--- src/rtl/fpu_pkg.sv ---
// Shared constants and FSM state type for the binary32 divider.
package fpu_pkg;

  localparam int EXP_W = 8;
  localparam int MAN_W = 23;
  localparam int BIAS  = 127;
  localparam int ITERS = 26;
  localparam logic [31:0] QNAN = 32'h7fc00000;

  typedef enum logic [2:0] {
    S_IDLE,
    S_PREP,
    S_DIV,
    S_ROUND,
    S_DONE
  } state_t;

endpackage

--- src/rtl/fdiv_lzc.sv ---
// Leading-zero counter for 24-bit significands; an all-zero input returns 24.
module fdiv_lzc (
  input  logic [23:0] a,
  output logic [4:0]  cnt
);

  always_comb begin
    cnt = 5'd24;
    for (int i = 0; i < 24; i++) begin
      if (a[i]) cnt = 5'(23 - i);
    end
  end

endmodule

--- src/rtl/fdiv.sv ---
// Iterative binary32 divider with a fixed 29-cycle accept-to-result latency.
// Define FDIV_SUBNORMAL_EN for subnormal inputs/results; otherwise they flush to signed zero.
module fdiv
  import fpu_pkg::*;
(
  input  logic        clk,
  input  logic        rst,
  input  logic        in_valid,
  output logic        in_ready,
  input  logic [31:0] x1,
  input  logic [31:0] x2,
  output logic        out_valid,
  input  logic        out_ready,
  output logic [31:0] y
);

  // state   | meaning
  // S_IDLE  | waiting for operands, in_ready=1
  // S_PREP  | unpack, classify, exponent difference
  // S_DIV   | 26 restoring iterations, one quotient bit each
  // S_ROUND | phase 0 normalise/denormalise, phase 1 round and pack
  // S_DONE  | result held until out_ready

  state_t            state;
  logic [31:0]       a_r, b_r, spec_y_r;
  logic              sgn_r, spec_r, phase_r, stk_r;
  logic signed [9:0] exp_r;
  logic [MAN_W:0]    m2_r;
  logic [25:0]       rem_r, q_r, sig_r;
  logic [4:0]        cnt_r;

  logic [EXP_W-1:0]  e1f, e2f;
  logic [MAN_W-1:0]  f1, f2;
  logic              nan1, nan2, inf1, inf2, zero1, zero2, sgn, spec;
  logic [MAN_W:0]    m1, m2;
  logic signed [9:0] ex1, ex2, exq;
  logic [31:0]       spec_y;

  assign e1f = a_r[30:23];
  assign e2f = b_r[30:23];
  assign f1  = a_r[22:0];
  assign f2  = b_r[22:0];

`ifdef FDIV_SUBNORMAL_EN
  logic [4:0] lz1, lz2;
  fdiv_lzc u_lzc1 (.a({1'b0, f1}), .cnt(lz1));
  fdiv_lzc u_lzc2 (.a({1'b0, f2}), .cnt(lz2));
`endif

  always_comb begin
    nan1 = (e1f == 8'hff) && (f1 != '0);
    nan2 = (e2f == 8'hff) && (f2 != '0);
    inf1 = (e1f == 8'hff) && (f1 == '0);
    inf2 = (e2f == 8'hff) && (f2 == '0);
`ifdef FDIV_SUBNORMAL_EN
    zero1 = (e1f == '0) && (f1 == '0);
    zero2 = (e2f == '0) && (f2 == '0);
    m1  = (e1f == '0) ? ({1'b0, f1} << lz1) : {1'b1, f1};
    m2  = (e2f == '0) ? ({1'b0, f2} << lz2) : {1'b1, f2};
    ex1 = (e1f == '0) ? 10'sd1 - $signed({5'd0, lz1}) : $signed({2'b00, e1f});
    ex2 = (e2f == '0) ? 10'sd1 - $signed({5'd0, lz2}) : $signed({2'b00, e2f});
`else
    zero1 = (e1f == '0);
    zero2 = (e2f == '0);
    m1  = {1'b1, f1};
    m2  = {1'b1, f2};
    ex1 = $signed({2'b00, e1f});
    ex2 = $signed({2'b00, e2f});
`endif
    exq    = ex1 - ex2 + $signed(10'(BIAS));
    sgn    = a_r[31] ^ b_r[31];
    spec   = 1'b1;
    spec_y = QNAN;
    if (nan1 || nan2 || (zero1 && zero2) || (inf1 && inf2)) spec_y = QNAN;
    else if (inf1 || zero2)                                 spec_y = {sgn, 8'hff, 23'd0};
    else if (zero1 || inf2)                                 spec_y = {sgn, 31'd0};
    else                                                    spec   = 1'b0;
  end

  // The single shared subtractor; bit 25 set means the trial subtraction borrowed.
  logic [25:0] diff;
  assign diff = rem_r - {2'b00, m2_r};

  logic [25:0]       sn, sig_n;
  logic signed [9:0] en, exp_n;
  logic              stk_n;
`ifdef FDIV_SUBNORMAL_EN
  logic signed [9:0] sh;
  logic [4:0]        shc;
  logic [51:0]       wide;
`endif

  always_comb begin
    sn    = q_r[25] ? q_r : {q_r[24:0], 1'b0};
    en    = q_r[25] ? exp_r : exp_r - 10'sd1;
    sig_n = sn;
    exp_n = en;
    stk_n = (rem_r != '0);
`ifdef FDIV_SUBNORMAL_EN
    sh    = 10'sd1 - en;
    shc   = (sh > 10'sd27) ? 5'd27 : sh[4:0];
    wide  = {sn, 26'd0} >> shc;
    if (en < 10'sd1) begin
      sig_n = wide[51:26];
      stk_n = stk_n | (wide[25:0] != '0);
      exp_n = '0;
    end
`endif
  end

  logic [23:0]       mant, mf;
  logic              rup;
  logic [24:0]       rnd;
  logic signed [9:0] ef;
  logic [31:0]       res;

  always_comb begin
    mant = sig_r[25:2];
    rup  = sig_r[1] & (sig_r[0] | stk_r | mant[0]);
    rnd  = {1'b0, mant} + {24'd0, rup};
    mf   = rnd[24] ? rnd[24:1] : rnd[23:0];
    ef   = rnd[24] ? exp_r + 10'sd1 : exp_r;
    // A subnormal that rounds up into the hidden bit becomes the smallest normal.
    if (ef == 10'sd0 && mf[23]) ef = 10'sd1;
    res = {sgn_r, ef[7:0], mf[22:0]};
    if (ef >= 10'sd255) res = {sgn_r, 8'hff, 23'd0};
`ifndef FDIV_SUBNORMAL_EN
    if (exp_r < 10'sd1) res = {sgn_r, 31'd0};
`endif
    if (spec_r) res = spec_y_r;
  end

  always_ff @(posedge clk) begin
    if (rst) begin
      state     <= S_IDLE;
      in_ready  <= 1'b1;
      out_valid <= 1'b0;
      y         <= '0;
      phase_r   <= 1'b0;
      cnt_r     <= '0;
    end else begin
      case (state)
        S_IDLE: if (in_valid && in_ready) begin
          a_r      <= x1;
          b_r      <= x2;
          in_ready <= 1'b0;
          state    <= S_PREP;
        end
        S_PREP: begin
          sgn_r    <= sgn;
          spec_r   <= spec;
          spec_y_r <= spec_y;
          exp_r    <= exq;
          m2_r     <= m2;
          rem_r    <= {2'b00, m1};
          q_r      <= '0;
          cnt_r    <= '0;
          state    <= S_DIV;
        end
        S_DIV: begin
          if (!diff[25]) begin
            rem_r <= {diff[24:0], 1'b0};
            q_r   <= {q_r[24:0], 1'b1};
          end else begin
            rem_r <= {rem_r[24:0], 1'b0};
            q_r   <= {q_r[24:0], 1'b0};
          end
          cnt_r <= cnt_r + 5'd1;
          if (cnt_r == 5'(ITERS - 1)) begin
            phase_r <= 1'b0;
            state   <= S_ROUND;
          end
        end
        S_ROUND: if (!phase_r) begin
          sig_r   <= sig_n;
          stk_r   <= stk_n;
          exp_r   <= exp_n;
          phase_r <= 1'b1;
        end else begin
          y         <= res;
          out_valid <= 1'b1;
          state     <= S_DONE;
        end
        S_DONE: if (out_ready) begin
          out_valid <= 1'b0;
          in_ready  <= 1'b1;
          state     <= S_IDLE;
        end
        default: state <= S_IDLE;
      endcase
    end
  end

endmodule

--- config.mk ---
export PLATFORM = sky130hd
export DESIGN_NAME = fdiv
export DESIGN_NICKNAME = d
export VERILOG_FILES = /design/src/rtl/fpu_pkg.sv /design/src/rtl/fdiv_lzc.sv /design/src/rtl/fdiv.sv
export SDC_FILE = /design/constraint.sdc
export NUM_CORES = 1
export LEC_CHECK = 0
export BUFFER_PORTS_ARGS = -buffer_cell sky130_fd_sc_hd__buf_2
export CORE_MARGIN = 2
export CORE_UTILIZATION = 50
export CTS_CLUSTER_DIAMETER = 100
export CTS_CLUSTER_SIZE = 30
export DETAILED_ROUTE_END_ITERATION = 8
export PLACE_DENSITY = 0.72
export SLEW_MARGIN = 20
export SYNTH_ARGS = -nofsm -noshare
export SYNTH_HDL_FRONTEND = slang
export SYNTH_SLANG_ARGS = --single-unit
--- constraint.sdc ---
create_clock -name clk -period 12.73 [get_ports clk]
set_clock_uncertainty 0.2 [all_clocks]
set_input_delay 3.819 -clock clk [delete_from_list [all_inputs] [get_ports clk]]
set_output_delay 3.819 -clock clk [all_outputs]
set_load 0.01 [all_outputs]
==> results.md <==
* Postcts setup bufs at 0
* H-tree Lvls at 1
* Post-synth ARST share at 0%
* Warning count from the yosys run at 0
* Synth top area cells: edfxtp_1 (46%), dfxtp_1 (7.4%), ha_1 (4.0%)
* Clock buffer count from CTS at 11
* Global placement routability congestion at 0.943
* Total power at 1.46 mW
* CP Buf/Inv Count at 2
* First-pass GRT wire length at 40600 um
* 1st-iter DRT viols at 549
* Achievable frequency at 193 MHz
* Clock-pin slew on the worst setup and hold paths at 0.11 ns
* Slowest cell on crit path: buf_4
* Initial Utilization at between 50% and 60%
* FF+latch count, synth at 224
* Area share of the largest cell type after synthesis at around 46%
* Crit path capture type: flip-flop
* Syn_nets at about 1200
* Worst r2r dst: rem_r[18]
* Placeable Area at between 20000 and 25000 sq um
* Tmin final at 5.19 ns
* CP delay by family, top: buffers and inverters
* Worst-skew pair later-pin latency at 0.47 ns
* Setup crit end: b_r[20]
* Post-synthesis cell type count at 71
* Gr usage total at 20.2%
* GRT overflow at 0
* Fin crit share at 40.8%
* R2r startpoint: rem_r[1]
* DR pass1 iterations at 4
* Top-count cell post-synth: edfxtp_1
* Row count at 55
* Setup Crit Path Kind: input port to flip-flop
* HP Class: flip-flop to flip-flop
* Number of fill cells in the layout at ~1900
* Synth cell count leaders: edfxtp_1 (181), nand2_1 (103), nor2_1 (91)
* DP HPWL at 17900 um
* # clock sinks at 224
* Post-CTS sizing at 0
* CP Launch Point: rst
* Worst path depth at 3
* CTS Buffer Depth at 3
* Hold_sp: y[18]
* Die X at 157 um
* Share of cells above drive strength 1 at 15.3%
* PortBufs at 101
* Unrepaired setup endpoints after global routing: no
* Status: finished clean
* Pins Over Slew Limit at 0
* Number of remaining DRC errors at 0
* CTS tree: yes
* Critical-path cell list: buf_2, nor4b_2, buf_4
* Reg2reg path depth at 9
* ANT cells at 0
* Sequential area share after synthesis at 53.8%
* WP data required at 12.63 ns
* Pleak at 4.73 nW
* Post-DRT Antenna Nets at 0
* Initial antenna violation count at 0
* Hold Crit Depth at 2
* Fin. Hold Viols at 0
* Routed len/inst at 16.4 um
* Vias at ~8500
* Maximum number of pins on one net before global-route repair at 66
* Post-Syn Area at 11700 sq um
* Reg2reg setup slack at 8.43 ns
* Root buf cell: clkbuf_16
* Vias per cell at 5.74
* Ports at 102
* Pwr Density at 113 nW/um^2
* Placed insts at 1472
* Routed WL at 24500 um
* Die Y at approximately 160 um
* Max-Cap Viols at 0
* Worst-margin pin slew at between 1 and 1.5 ns
* Number of synthesized flops with an enable pin at 181
* CP Data Arrival Time at 5.10 ns
* Non-Filler Instances at 1489
* Final Setup Violations at 0
* Cells after Synth at 1096
* Synth area leader: edfxtp_1
* Max stage delay on crit path at 0.61 ns
* Vias in the first global route at around 8300
* Syn avg cell area at 10.7 sq um
* Slew headroom at 28.9%
* Cts hold-fix bufs at 0
* CP startpoint kind: input port
* Max IR drop VDD at ~0.00011 V
* Most used flip-flop cell after synthesis: edfxtp_1
* Area growth syn-to-layout at 9.68%
* Setup tns final at 0 ns
* Die Area at 24600 sq um
* Final nets at between 1000 and 1500
* Worst-path fanout max at 65
==> where the power goes <==
part / internal, mW / switching [mW] / total (mW)
clock: 0.165 / 0.215 / 0.380
combinational: 0.0869 / 0.127 / 0.214
sequential: 0.835 / 0.0271 / 0.862
==> layout make-up <==
cell class	count	area, sq um	area share (%)
Multi-Input combinational cell	773	5050	39.4
Sequential cell	224	6300	49.1
Timing Repair Buffer	112	588	4.58
Clock buffer	15	290	2.26
Tap cell	313	392	3.05
Clock inverter	2	20.0	0.156
Inverter	50	188	1.46
==> state kept, by name, summed over array words and instances, names as in the netlist, 3 cells and up <==
signal and count:
a_r 32, b_r 32, y 32, q_r 26
rem_r 26, sig_r 26, m2_r 23, exp_r 10
cnt_r 5, spec_y_r 3, state 3
==> layout by cell type (no fill, tap or decap), drive strengths merged, types with 6 or more instances in the layout <==
cell type and instances:
xnor2 35, inv 51, edfxtp 181, a21oi 40, nor2 91, a211oi 15, nand2 104, ha 37
o31ai 22, mux2 24, mux2i 7, o21a 8, xor2 28, o21ai 53, and2 8, nand4 37
nor3 26, or2 7, dfxtp 43, nand3 32, nor2b 8, or3 6, o211ai 8, nand2b 12
buf 112, a31oi 31, nor4 27, clkbuf 15, and3 39
==> routing by layer <==
| layer | share of wire, % | up-vias | global-route usage [%] |
|---|---|---|---|
| met5 | 0 | - | 0 |
| met4 | 2.6 | 0 | 6.60 |
| met3 | 4.9 | 47 | 2.26 |
| met2 | 47 | 251 | 34.5 |
| met1 | 45 | 3993 | 27.1 |
| li1 | - | 4256 | - |
==> worst min-delay path by stage <==
stage and to:
5_1_grt m2_r[2], 6_report y[18], 3_5_place_dp y[4], 2_1_floorplan m2_r[10], 3_3_place_gp y[18], 4_1_cts y[4]
==> logic make-up after synthesis <==
kind of cell | after synthesis | synth area share (%)
simple gates | 422 | 18.4
flops | 224 | 53.8
compound gates | 218 | 12.5
buf+inv | 99 | 3.31
xor+xnor | 63 | 4.72
fa+ha+maj | 39 | 4.30
mux | 31 | 2.91
==> worst reg2reg max path: cells and delay by family (launching register included) <==
kind / cells / cell delay [ns]
AO/OA/AOI/OAI: 4 / 1.45
AND/OR/NAND/NOR: 4 / 1.64
adder cells (fa/ha/maj): 1 / 0.31
flip-flops: 1 / 0.48
==> stage by stage <==
step                      cell area [sq um]  setup slack, ns  utilization, %  hold WS [ns]
after floorplan                       11700             1.16               -         0.227
after global routing                  12800             7.36            56.3         0.268
final                                 12800             7.54            56.3         0.241
after detailed placement              12500             7.02            55.0         0.228
after global placement                12500             7.04            54.9         0.224
after CTS                             12800             7.51            56.3         0.244
Power figures use the tool's default switching activity.
